==> src/rtl/dtlb_ptw_mem_responder_if.sv <==
// AXI4 read-channel bundle between the DTLB PTE responder (master) and the MMU read port (slave).
interface dtlb_ptw_mem_responder_if #(
    parameter int AXI_ADDR_W = 64,
    parameter int AXI_DATA_W = 64,
    parameter int AXI_ID_W   = 4
);
    logic [AXI_ID_W-1:0]   m_axi_arid;
    logic [AXI_ADDR_W-1:0] m_axi_araddr;
    logic [7:0]            m_axi_arlen;
    logic [2:0]            m_axi_arsize;
    logic [1:0]            m_axi_arburst;
    logic                  m_axi_arvalid;
    logic                  m_axi_arready;
    logic [AXI_ID_W-1:0]   m_axi_rid;
    logic [AXI_DATA_W-1:0] m_axi_rdata;
    logic [1:0]            m_axi_rresp;
    logic                  m_axi_rlast;
    logic                  m_axi_rvalid;
    logic                  m_axi_rready;

    modport master (
        output m_axi_arid, m_axi_araddr, m_axi_arlen, m_axi_arsize, m_axi_arburst,
               m_axi_arvalid, m_axi_rready,
        input  m_axi_arready, m_axi_rid, m_axi_rdata, m_axi_rresp, m_axi_rlast, m_axi_rvalid
    );

    modport slave (
        input  m_axi_arid, m_axi_araddr, m_axi_arlen, m_axi_arsize, m_axi_arburst,
               m_axi_arvalid, m_axi_rready,
        output m_axi_arready, m_axi_rid, m_axi_rdata, m_axi_rresp, m_axi_rlast, m_axi_rvalid
    );
endinterface

==> src/rtl/dtlb_ptw_mem_responder.sv <==
// Serves DTLB port0/port1 PTE fetches as single-beat AXI4 reads, port1 having priority.
// Optional macro PTW_RESP_ERR_EN: AXI error responses zero the PTE and pulse mem_err_<owner>.
module dtlb_ptw_mem_responder #(
    parameter int AXI_ADDR_W = 64,
    parameter int AXI_DATA_W = 64,
    parameter int AXI_ID_W   = 4,
    parameter logic [AXI_ID_W-1:0] AXI_ID = '0
) (
    input  logic        clk,
    input  logic        rst,
    input  logic        tlb_start_burst_port0,
    input  logic [63:0] tlb_address_port0,
    input  logic        tlb_start_burst_port1,
    input  logic [63:0] tlb_address_port1,
    output logic        mem_ack_port0,
    output logic        mem_ack_port1,
    output logic [63:0] write_data_axi,
`ifdef PTW_RESP_ERR_EN
    output logic        mem_err_port0,
    output logic        mem_err_port1,
`endif
    dtlb_ptw_mem_responder_if.master axi
);
    typedef enum logic [1:0] {IDLE, AR, R, ACK} state_t;

    state_t                state;
    logic                  slot_v0, slot_v1;
    logic [63:0]           slot_a0, slot_a1;
    logic                  owner;
    logic                  lane_hi;
    logic                  arvalid_q, rready_q;
    logic [AXI_ADDR_W-1:0] araddr_q;

    logic        pend0, pend1, launch, launch_port;
    logic [63:0] launch_addr, launch_aligned;
    logic [63:0] rlane;

    // A pulse arriving this cycle counts as pending, so an idle responder issues it at once.
    always_comb begin
        pend0       = slot_v0 | tlb_start_burst_port0;
        pend1       = slot_v1 | tlb_start_burst_port1;
        launch      = ((state == IDLE) || (state == ACK)) && (pend0 || pend1);
        launch_port = pend1;
        if (pend1)
            launch_addr = tlb_start_burst_port1 ? tlb_address_port1 : slot_a1;
        else
            launch_addr = tlb_start_burst_port0 ? tlb_address_port0 : slot_a0;
        launch_aligned = {launch_addr[63:3], 3'b000};
    end

    generate
        if (AXI_DATA_W == 128) begin : g_wide
            assign rlane = lane_hi ? axi.m_axi_rdata[127:64] : axi.m_axi_rdata[63:0];
        end else begin : g_narrow
            assign rlane = axi.m_axi_rdata[63:0];
        end
    endgenerate

    assign axi.m_axi_arvalid = arvalid_q;
    assign axi.m_axi_araddr  = araddr_q;
    assign axi.m_axi_arid    = arvalid_q ? AXI_ID : '0;
    assign axi.m_axi_arlen   = 8'd0;
    assign axi.m_axi_arsize  = arvalid_q ? 3'b011 : 3'b000;
    assign axi.m_axi_arburst = arvalid_q ? 2'b01 : 2'b00;
    assign axi.m_axi_rready  = rready_q;

    // Single beat only, so rid/rlast carry no information for this responder.
    logic unused_sigs;
    assign unused_sigs = ^{axi.m_axi_rid, axi.m_axi_rlast, axi.m_axi_rresp, lane_hi,
                           launch_addr[2:0]};

    always_ff @(posedge clk) begin
        if (rst) begin
            state          <= IDLE;
            slot_v0        <= 1'b0;
            slot_v1        <= 1'b0;
            slot_a0        <= '0;
            slot_a1        <= '0;
            owner          <= 1'b0;
            lane_hi        <= 1'b0;
            arvalid_q      <= 1'b0;
            rready_q       <= 1'b0;
            araddr_q       <= '0;
            mem_ack_port0  <= 1'b0;
            mem_ack_port1  <= 1'b0;
            write_data_axi <= '0;
`ifdef PTW_RESP_ERR_EN
            mem_err_port0  <= 1'b0;
            mem_err_port1  <= 1'b0;
`endif
        end else begin
            mem_ack_port0 <= 1'b0;
            mem_ack_port1 <= 1'b0;
`ifdef PTW_RESP_ERR_EN
            mem_err_port0 <= 1'b0;
            mem_err_port1 <= 1'b0;
`endif
            if (tlb_start_burst_port0) slot_a0 <= tlb_address_port0;
            if (tlb_start_burst_port1) slot_a1 <= tlb_address_port1;

            // The launching port's slot is consumed, including a pulse arriving this cycle.
            if (launch && !launch_port)      slot_v0 <= 1'b0;
            else if (tlb_start_burst_port0)  slot_v0 <= 1'b1;
            if (launch && launch_port)       slot_v1 <= 1'b0;
            else if (tlb_start_burst_port1)  slot_v1 <= 1'b1;

            case (state)
                AR: if (axi.m_axi_arready) begin
                    arvalid_q <= 1'b0;
                    rready_q  <= 1'b1;
                    state     <= R;
                end
                R: if (axi.m_axi_rvalid) begin
                    rready_q      <= 1'b0;
                    mem_ack_port0 <= !owner;
                    mem_ack_port1 <= owner;
`ifdef PTW_RESP_ERR_EN
                    write_data_axi <= (axi.m_axi_rresp != 2'b00) ? 64'd0 : rlane;
                    mem_err_port0  <= (axi.m_axi_rresp != 2'b00) && !owner;
                    mem_err_port1  <= (axi.m_axi_rresp != 2'b00) && owner;
`else
                    write_data_axi <= rlane;
`endif
                    state <= ACK;
                end
                default: state <= IDLE;
            endcase

            if (launch) begin
                owner     <= launch_port;
                lane_hi   <= launch_addr[3];
                araddr_q  <= launch_aligned[AXI_ADDR_W-1:0];
                arvalid_q <= 1'b1;
                state     <= AR;
            end
        end
    end
endmodule
==> src/flat_wrapper.sv <==
// flat-port wrapper written by rule: the top's interface ports become plain ports
module dtlb_ptw_mem_responder_flat 
#(
    parameter int AXI_ADDR_W = 64,
    parameter int AXI_DATA_W = 64,
    parameter int AXI_ID_W   = 4,
    parameter logic [AXI_ID_W-1:0] AXI_ID = '0
)
  (clk, rst, tlb_start_burst_port0, tlb_address_port0, tlb_start_burst_port1, tlb_address_port1, mem_ack_port0, mem_ack_port1, write_data_axi, axi_m_axi_arid, axi_m_axi_araddr, axi_m_axi_arlen, axi_m_axi_arsize, axi_m_axi_arburst, axi_m_axi_arvalid, axi_m_axi_rready, axi_m_axi_arready, axi_m_axi_rid, axi_m_axi_rdata, axi_m_axi_rresp, axi_m_axi_rlast, axi_m_axi_rvalid);
  dtlb_ptw_mem_responder_if #(.AXI_ADDR_W(AXI_ADDR_W), .AXI_DATA_W(AXI_DATA_W), .AXI_ID_W(AXI_ID_W)) axi_i ();
  input  logic clk;
  input  logic rst;
  input  logic tlb_start_burst_port0;
  input  logic [63:0] tlb_address_port0;
  input  logic tlb_start_burst_port1;
  input  logic [63:0] tlb_address_port1;
  output logic mem_ack_port0;
  output logic mem_ack_port1;
  output logic [63:0] write_data_axi;
  output wire logic [$bits(axi_i.m_axi_arid)-1:0] axi_m_axi_arid;
  output wire logic [$bits(axi_i.m_axi_araddr)-1:0] axi_m_axi_araddr;
  output wire logic [$bits(axi_i.m_axi_arlen)-1:0] axi_m_axi_arlen;
  output wire logic [$bits(axi_i.m_axi_arsize)-1:0] axi_m_axi_arsize;
  output wire logic [$bits(axi_i.m_axi_arburst)-1:0] axi_m_axi_arburst;
  output wire logic [$bits(axi_i.m_axi_arvalid)-1:0] axi_m_axi_arvalid;
  output wire logic [$bits(axi_i.m_axi_rready)-1:0] axi_m_axi_rready;
  input wire logic [$bits(axi_i.m_axi_arready)-1:0] axi_m_axi_arready;
  input wire logic [$bits(axi_i.m_axi_rid)-1:0] axi_m_axi_rid;
  input wire logic [$bits(axi_i.m_axi_rdata)-1:0] axi_m_axi_rdata;
  input wire logic [$bits(axi_i.m_axi_rresp)-1:0] axi_m_axi_rresp;
  input wire logic [$bits(axi_i.m_axi_rlast)-1:0] axi_m_axi_rlast;
  input wire logic [$bits(axi_i.m_axi_rvalid)-1:0] axi_m_axi_rvalid;
  assign axi_m_axi_arid = axi_i.m_axi_arid;
  assign axi_m_axi_araddr = axi_i.m_axi_araddr;
  assign axi_m_axi_arlen = axi_i.m_axi_arlen;
  assign axi_m_axi_arsize = axi_i.m_axi_arsize;
  assign axi_m_axi_arburst = axi_i.m_axi_arburst;
  assign axi_m_axi_arvalid = axi_i.m_axi_arvalid;
  assign axi_m_axi_rready = axi_i.m_axi_rready;
  assign axi_i.m_axi_arready = axi_m_axi_arready;
  assign axi_i.m_axi_rid = axi_m_axi_rid;
  assign axi_i.m_axi_rdata = axi_m_axi_rdata;
  assign axi_i.m_axi_rresp = axi_m_axi_rresp;
  assign axi_i.m_axi_rlast = axi_m_axi_rlast;
  assign axi_i.m_axi_rvalid = axi_m_axi_rvalid;
  dtlb_ptw_mem_responder #(.AXI_ADDR_W(AXI_ADDR_W), .AXI_DATA_W(AXI_DATA_W), .AXI_ID_W(AXI_ID_W), .AXI_ID(AXI_ID)) u_core (.clk(clk), .rst(rst), .tlb_start_burst_port0(tlb_start_burst_port0), .tlb_address_port0(tlb_address_port0), .tlb_start_burst_port1(tlb_start_burst_port1), .tlb_address_port1(tlb_address_port1), .mem_ack_port0(mem_ack_port0), .mem_ack_port1(mem_ack_port1), .write_data_axi(write_data_axi), .axi(axi_i));
endmodule
==> config.mk <==
export PLATFORM = sky130hd
export DESIGN_NAME = dtlb_ptw_mem_responder_flat
export DESIGN_NICKNAME = d
export VERILOG_FILES = /design/src/rtl/dtlb_ptw_mem_responder_if.sv /design/src/rtl/dtlb_ptw_mem_responder.sv /design/src/flat_wrapper.sv
export SDC_FILE = /design/constraint.sdc
export NUM_CORES = 1
export LEC_CHECK = 0
export BUFFER_PORTS_ARGS = -buffer_cell sky130_fd_sc_hd__buf_2
export CELL_PAD_IN_SITES_DETAIL_PLACEMENT = 1
export CELL_PAD_IN_SITES_GLOBAL_PLACEMENT = 1
export CORE_MARGIN = 1
export CORE_UTILIZATION = 32
export DETAILED_ROUTE_END_ITERATION = 16
export PLACE_DENSITY = 0.82
export RECOVER_POWER = 50
export SLEW_MARGIN = 40
export SYNTH_ARGS = -nofsm -noshare
export SYNTH_HDL_FRONTEND = slang
export SYNTH_SLANG_ARGS = --single-unit
==> constraint.sdc <==
create_clock -name clk -period 2.1 [get_ports clk]
set_input_delay 0.42 -clock clk [delete_from_list [all_inputs] [get_ports clk]]
set_output_delay 0.42 -clock clk [all_outputs]
set_load 0.005 [all_outputs]
Word level (Yosys, flattened, before mapping)
Cells that the tools add are included.
{ "word_totals": {"word_cells": 59, "input_bits": 205, "register_bits": 262, "output_inout_bits": 149} }
{ "classes": {"reduce_logical": 20, "n_eq_ne": 7, "mux": 15, "bitwise": 4} }
{ "ops": {"columns": ["op", "count"], "rows": [
  ["64-bit two-way mux", 3],
  ["2-bit AND reduction", 4],
  ["1-bit two-way mux", 7],
  ["2-bit two-way mux", 3],
  ["3-bit by 2-bit inequality test with 1-bit output (second input constant)", 2],
  ["2-bit nonzero test", 3],
  ["2-bit OR reduction", 3],
  ["2-bit == test (second input constant)", 2],
  ["2-bit inequality test (second input constant)", 2],
  ["2-bit one-hot mux with 2 select lines", 1],
  ["1-bit logical AND", 3],
  ["3-bit AND reduction", 1],
  ["3-bit OR reduction", 1],
  ["2-bit by 1-bit == test with 1-bit output (second input constant)", 1],
  ["1-bit logical NOT", 2],
  ["2-bit logical NOT", 1],
  ["1-bit logical OR", 2],
  ["1-bit inverter", 2],
  ["1-bit bitwise OR", 2],
  ["1-bit one-hot mux with 2 select lines", 1]
]} }

Depth between registers and ports, before layout
Gate-level depths: netlist of the first run.
{ "depth": {"ltp_word": 5, "mapped_depth": 7, "depth_no_buf": 5} }

Worst setup path before layout of the first run
OpenSTA, ideal clock, no wires.
{ "synth_timing": {"kind": "register -> register", "startpoint": "register u_core.state[0]", "endpoint": "register u_core.araddr_q[55] (netlist: u_core.axi.m_axi_araddr[55])", "stages_incl_launch_ff": 8, "path_buffers": 2, "t_required_ns": 1.978, "setup_ns": 0.122, "slack_ns": 0.384, "synth_period_minus_slack_ns": 1.716, "t_arrival_ns": 1.594, "path_cell_list": "dfxtp_1 inv_1 ha_1 o41ai_4 nor2b_1 buf_4 buf_4 a221o_1"} }
{ "synth_via": {"elab_chain_len": 3, "elab_cells_between_ends": 4, "classes_between": "1 x eq/ne; 3 x reduce/logical"} }
{ "synth_rtl": {"columns": ["item", "line", "rtl"], "rows": [
  ["from (decl)", "dtlb_ptw_mem_responder.sv:26", "state_t state;"],
  ["from (signal assigned)", "dtlb_ptw_mem_responder.sv:74", "state <= IDLE;"],
  ["from (signal assigned)", "dtlb_ptw_mem_responder.sv:111", "state <= R;"],
  ["from (signal assigned)", "dtlb_ptw_mem_responder.sv:124", "state <= ACK;"],
  ["2-bit == test or 2-bit logical NOT (tied branches)", "dtlb_ptw_mem_responder.sv:42", "launch = ((state == IDLE) || (state == ACK)) && (pend0 || pend1);"],
  ["1-bit logical OR *", "dtlb_ptw_mem_responder.sv:42", null],
  ["1-bit logical AND *", "dtlb_ptw_mem_responder.sv:42", null],
  ["to (signal assigned)", "dtlb_ptw_mem_responder.sv:132", "araddr_q <= launch_aligned[AXI_ADDR_W-1:0];"],
  ["to (decl)", "dtlb_ptw_mem_responder.sv:32", "logic [AXI_ADDR_W-1:0] araddr_q;"]
]} }
Mark *: on every way between the ends. The rest lies on a longest branch, timed or not.
A chain may end at the register's enable or synchronous reset.

Worst setup path after layout of the first run
{ "layout_timing": {"startpoint": "register u_core.state[0]", "endpoint": "register u_core.araddr_q[63] (netlist: u_core.axi.m_axi_araddr[63])"} }
Same word-level chain as after synthesis.

==> run_results.csv, run 1 <==
group,metric,value,unit
global_routing,first_global_vias,8390,
critical_path,worstPathCellList,"inv_1 > ha_1 > o41ai_4 > nor2b_4 > buf_12 > a221o_1",
placed_design,dp_hpwl,19300,µm
critical_path,crit_path_max_incr_delay,0.47,ns
critical_path,slowest_stage,"ha_1",
global_routing,grt_pass1_wl,44900,µm
global_routing,grt.overflow.total,0,
cts,cts_tree,"built",
cells_and_area,fin_util,0.426,
synth,netlist.area_leader.share,0.546,
cts,htreeDepth,1,
synth,synth_cell_type_count,29,
synth,synth_compound_area_frac,0.120,
floorplanning,die_y,173,µm
run_status,outcome,"finished clean",
hold_path,worstHoldPathType,"input pin to register",
routing,vias,8060,
cells_and_area,fin_area,12300,µm²
floorplanning,initial_utilization,0.326,
cts,cts-root-buf,"clkbuf_16",
cts,cts.clk_slew.worst_paths,0.06,ns
critical_path,arrival,2.40,ns
cells_and_area,syn2layout_area_growth,30.5,%
synth,synthesis.yosys.warnings,0,
critical_path,path_max_fanout,47,
synth,synth_top_family_by_area,"simple AND/OR/NAND/NOR gates",
timing,tightest_slew,1.20,ns
cells_and_area,fin_nets,1464,
floorplanning,io_pins,354,
cts,cts_resized,0,
timing,finalCritPeriodShare,0.944,
timing,fin_skew,0.00753,ns
cts,clock_latency,0.53,ns
global_routing,grt_antenna_before_repair,6,
synth,synth_area_leaders,"dfxtp_1 (55%), mux2i_1 (12%), a221o_1 (6.5%)",
timing,maxSlewViolCount,0,
placed_design,io_buffer_count,323,
synth,yosys.area_share.simple,0.151,
cells_and_area,drive_above_1_share,0.273,
placed_design,placed_cell_area,11300,µm²
cts,cts_setup_buffers,0,
synth,yosys.area_share.adder,0.00400,
timing,clock.fmax,504,MHz
routing,drt_wl_total,28300,µm
routing,firstDrtPassIters,4,
timing,final.setup.tns,0,ns
synth,async_reset_ff_frac,0,
floorplanning,placeableCoreArea,28800,µm²
synth,synthXorXnorAreaFrac,0,
global_routing,grt_usage,0.184,
routing,drt_iter0_drc,311,
power_and_ir_drop,ir_drop,0.000605,V
synth,yosysSeqAreaShare,0.546,
routing,postRouteAntennaNets,0,
power_and_ir_drop,cellLeakagePower,5.45,nW
synth,synth_largest_area_cell,"dfxtp_1",
routing,drc_errors,0,
timing,maxSlewHeadroom,0.197,
cts,clock_path_buffers,3,
cts,cts_sinks,256,
critical_path,end_kind,"register",
placed_design,gp_congestion,0.758,
critical_path,worstPathRequired,2.52,ns
timing,min_period,1.98,ns
cts,postCtsHoldBufs,0,
critical_path,startpoint_type,"register",
floorplanning,std_cell_rows,62,
power_and_ir_drop,powerDensity,1150,nW/µm²
power_and_ir_drop,p_total,14.1,mW
timing,finalHoldViolCount,0,
floorplanning,die_area,30000,µm²
routing,vias_per_cell,4.84,
synth,syn_area_per_cell,9.73,µm²
synth,yosysMostFrequentCell,"dfxtp_1",
cells_and_area,nFillCells,3362,
synth,synth_mux_area_frac,0.120,
timing,setup_violations,0,
critical_path,crit_family,"compound AO/OA/AOI/OAI gates",
floorplanning,die_w,173,µm
synth,synth-seq-cells,256,
routing,wl_per_cell,17.0,µm
synth,synth_commonest_cells,"dfxtp_1 (256), nand2_1 (143), nor2_1 (114)",
global_routing,grt_start_max_net_pins,68,
synth,synthesis.area,9390,µm²
flow_run,drv_cap,0,
cts,numCtsBuffers,28,
synth,syn_inst,965,
critical_path,critPathKind,"register to register",
critical_path,path_buf_inv,2,
synth,synth_edf_count,0,
timing,rsz0062_at_grt,"no",
synth,synthFlopType,"dfxtp_1",
[state kept, by name, summed over array words and instances, names as in the netlist]
name	cells
u_core.slot_v1	1
u_core.axi.m_axi_araddr	61
u_core.axi.m_axi_arvalid	1
u_core.owner	1
u_core.slot_a0	61
u_core.write_data_axi	64
u_core.slot_v0	1
u_core.mem_ack_port0	1
u_core.state	2
u_core.mem_ack_port1	1
u_core.slot_a1	61
u_core.axi.m_axi_rready	1
[cell families (layout without fill, tap and decap cells)]
group	count (synthesis)	after routing
AO/OA/AOI/OAI	155	155
adder cells (fa/ha/maj)	3	3
buffers and inverters	100	396
flip-flops	256	256
multiplexers	113	113
other	1	20
AND/OR/NAND/NOR	337	337
[where the power goes]
| group | internal [mW] | total [mW] | switching, mW |
|---|---|---|---|
| sequential | 5.51 | 5.86 | 0.347 |
| combinational | 1.28 | 3.08 | 1.80 |
| clock | 3.13 | 5.13 | 2.00 |
| total | 9.92 | 14.1 | 4.15 |
[through the flow]
step           hold WS, ns  cells  worst slack [ns]
2_1_floorplan        0.416    981             0.384
3_3_place_gp         0.439   1610             0.217
3_5_place_dp         0.446   1610             0.158
4_1_cts             0.0934   1661             0.148
5_1_grt              0.110   1663            0.0313
6_report             0.121   1664             0.117
[tightest hold or removal path, cell delays in order]
cell,delay [ns]
buf_2,0.09
nand2_1,0.04
a21oi_1,0.05
[layout make-up]
type / count / area (µm²) / area share
inverter: 3 / 11.3 / 0.000919
timing repair buffer: 342 / 1860 / 0.151
tap: 384 / 480 / 0.0392
antenna: 3 / 7.51 / 0.000612
sequential: 256 / 5120 / 0.418
multi-input combinational: 625 / 3800 / 0.310
clock inverter: 13 / 153 / 0.0125
clock buffer: 38 / 830 / 0.0677
[final timing paths]
check	start	to	slack (ns)	cells past startpoint
setup / recovery	u_core.state[0]	u_core.axi.m_axi_araddr[63]	0.12	6
hold / removal	axi_m_axi_rdata[50]	u_core.write_data_axi[50]	0.12	3
setup reg to reg	u_core.state[0]	u_core.axi.m_axi_araddr[63]	0.12	6
hold reg to reg	u_core.write_data_axi[35]	u_core.write_data_axi[35]	0.45	2
[per-layer routing]
layer	vias up	track usage	routed length, µm
met4	6	0.0583	841
met1	3847	0.222	11800
met3	59	0.0452	1870
li1	3872	-	-
met5	-	0	42
met2	276	0.320	13800
[cells in the final DEF, fill, tap and decap left out, types with 2 or more instances in the layout]
cell type,synthesis,routed
conb_1,1,17
a21oi_1,85,85
diode_2,0,3
clkinvlp_4,0,2
clkbuf_16,0,29
buf_12,0,12
nor3_1,54,54
nor2b_1,3,2
mux2i_1,113,113
buf_4,29,7
bufinv_16,0,3
clkbuf_1,28,52
dfxtp_1,256,256
nand3b_1,9,9
a221o_1,61,61
nand2b_1,10,10
inv_1,3,3
clkinv_2,0,6
nor2_1,114,114
nand2_1,143,142
ha_1,3,3
buf_2,14,272
o21ai_0,2,2
clkbuf_8,0,8
(Power assumes the default switching activity.)
==> inputs of run 2 (changes only) <==
- CELL_PAD_IN_SITES_DETAIL_PLACEMENT: 1 -> 2
- CELL_PAD_IN_SITES_GLOBAL_PLACEMENT: 1 -> 2
- CORE_UTILIZATION: 32 -> 29
- PLACE_DENSITY: 0.82 -> 0.9
==> run 2 against run 1 <==
  * Combinational power up 4%
  * Critical path depth unchanged
  * Non-clock buffer count up 5
  * Setup slack better by 0.020 ns
  * Sequential power about the same
  * Critical endpoint unchanged
  * Highest routed layer unchanged
==> run_results.csv, run 2 (synthesis gave the netlist of run 1 again) <==
group,metric,value,unit
power_and_ir_drop,p_total,14.3,mW
flow_run,drv_cap,0,
critical_path,crit_path_max_incr_delay,0.45,ns
global_routing,grt_antenna_before_repair,14,
critical_path,arrival,2.39,ns
timing,rsz0062_at_grt,"no",
cts,numCtsBuffers,29,
cts,htreeDepth,1,
cells_and_area,fin_util,0.388,
routing,postRouteAntennaNets,0,
cts,clock_path_buffers,3,
global_routing,grt_pass1_wl,50700,µm
cells_and_area,fin_nets,1470,
hold_path,worstHoldPathType,"input pin to register",
routing,drt_iter0_drc,235,
cells_and_area,multiInputGateArea,3800,µm²
timing,final.setup.tns,0,ns
floorplanning,die_area,33100,µm²
run_status,outcome,"finished clean",
critical_path,worstPathCellList,"inv_1 > ha_1 > o41ai_4 > nor2b_4 > buf_12 > a221o_1",
critical_path,startpoint_type,"register",
floorplanning,io_pins,354,
cells_and_area,final_cell_mix,"buf_2 (272), dfxtp_1 (256), nand2_1 (142), nor2_1 (114), mux2i_1 (113)",
routing,drt_wl_total,33300,µm
floorplanning,placeableCoreArea,31700,µm²
global_routing,grt.overflow.total,0,
routing,wl_per_cell,19.6,µm
power_and_ir_drop,powerDensity,1170,nW/µm²
cells_and_area,regMostFlops,"u_core.write_data_axi",
routing,firstDrtPassIters,4,
critical_path,critPathKind,"register to register",
floorplanning,initial_utilization,0.296,
cts,cts_setup_buffers,0,
routing,vias_per_cell,4.88,
floorplanning,std_cell_rows,65,
cts,cts_tree,"built",
power_and_ir_drop,cellLeakagePower,5.46,nW
timing,min_period,1.96,ns
cts,cts-root-buf,"clkbuf_16",
critical_path,rrSetupSlack,0.14,ns
timing,finalHoldViolCount,0,
timing,setup_violations,0,
floorplanning,die_w,182,µm
timing,fin_skew,0.0121,ns
cells_and_area,drive_above_1_share,0.274,
cells_and_area,regArea,5120,µm²
cts,cts_sinks,256,
timing,maxSlewHeadroom,0.270,
cells_and_area,nFillCells,3497,
global_routing,first_global_vias,9155,
placed_design,dp_hpwl,22600,µm
global_routing,grt_usage,0.195,
timing,finalCritPeriodShare,0.935,
cells_and_area,layout_commonest_cell,"buf_2",
cts,clock_latency,0.55,ns
timing,clock.fmax,509,MHz
critical_path,slowest_stage,"ha_1",
power_and_ir_drop,ir_drop,0.000709,V
cts,cts.clk_slew.worst_paths,0.06,ns
routing,drc_errors,0,
timing,maxSlewViolCount,0,
critical_path,path_max_fanout,45,
cells_and_area,largest_reg_flops,64,
placed_design,gp_congestion,0.767,
critical_path,worstPathRequired,2.53,ns
timing,tightest_slew,1.09,ns
cells_and_area,syn2layout_area_growth,30.9,%
cts,cts_resized,0,
floorplanning,die_y,182,µm
placed_design,io_buffer_count,323,
cts,postCtsHoldBufs,0,
timing,whs,0.108,ns
routing,vias,8268,
global_routing,grt_start_max_net_pins,68,
critical_path,end_kind,"register",
## run 2: cell count changes in the layout (fill, tap and decap cells not counted), moves of 2 or more
cell,change
clkbuf_1,+4
clkbuf_2,+3
clkbuf_4,+2
buf_4,+4
buf_12,-3
diode_2,+6
clkinvlp_4,-2
## run 2: per-stage QoR
| stage | instance area, µm² | std cells | worst slack (ns) |
|---|---|---|---|
| CTS | 12400 | 1687 | 0.183 |
| finish | 12300 | 1696 | 0.137 |
| global placement | 11400 | 1633 | 0.262 |
| detailed placement | 11400 | 1633 | 0.219 |
| floorplan | 9450 | 981 | 0.384 |
| global route | 12300 | 1693 | 0.0436 |
## run 2: per-layer routing
layer,GRT usage,vias up,share of wire
met5,0,-,0.0020
met4,0.0672,10,0.029
met3,0.0594,67,0.073
met2,0.358,268,0.51
met1,0.210,4021,0.39
li1,-,3902,-
## run 2: critical path: cells and delay by family (launching register included)
family          cells  cell delay (ns)
simple gates        1             0.17
fa+ha+maj           1             0.45
compound gates      2             0.51
flops               1             0.35
buf+inv             2             0.31
## run 2: power by group
group	internal, mW	switching, mW
Combinational	1.31	1.89
Sequential	5.51	0.377
Clock	3.19	2.05
## run 2: path summary, 6_finish.rpt
check,from,to,cells past startpoint
max,u_core.state[0],u_core.axi.m_axi_araddr[63],6
min,axi_m_axi_rdata[32],u_core.write_data_axi[32],3
min reg2reg,u_core.write_data_axi[41],u_core.write_data_axi[41],2
max reg2reg,u_core.state[0],u_core.axi.m_axi_araddr[63],6
## run 2: cell type report
type | count | area share
Inverter | 3 | 0.000916
Clock buffer | 44 | 0.0701
Timing Repair Buffer | 347 | 0.150
Tap cell | 402 | 0.0409
Antenna cell | 9 | 0.00183
Sequential cell | 256 | 0.417
Multi-Input combinational cell | 625 | 0.309
Clock inverter | 10 | 0.0108
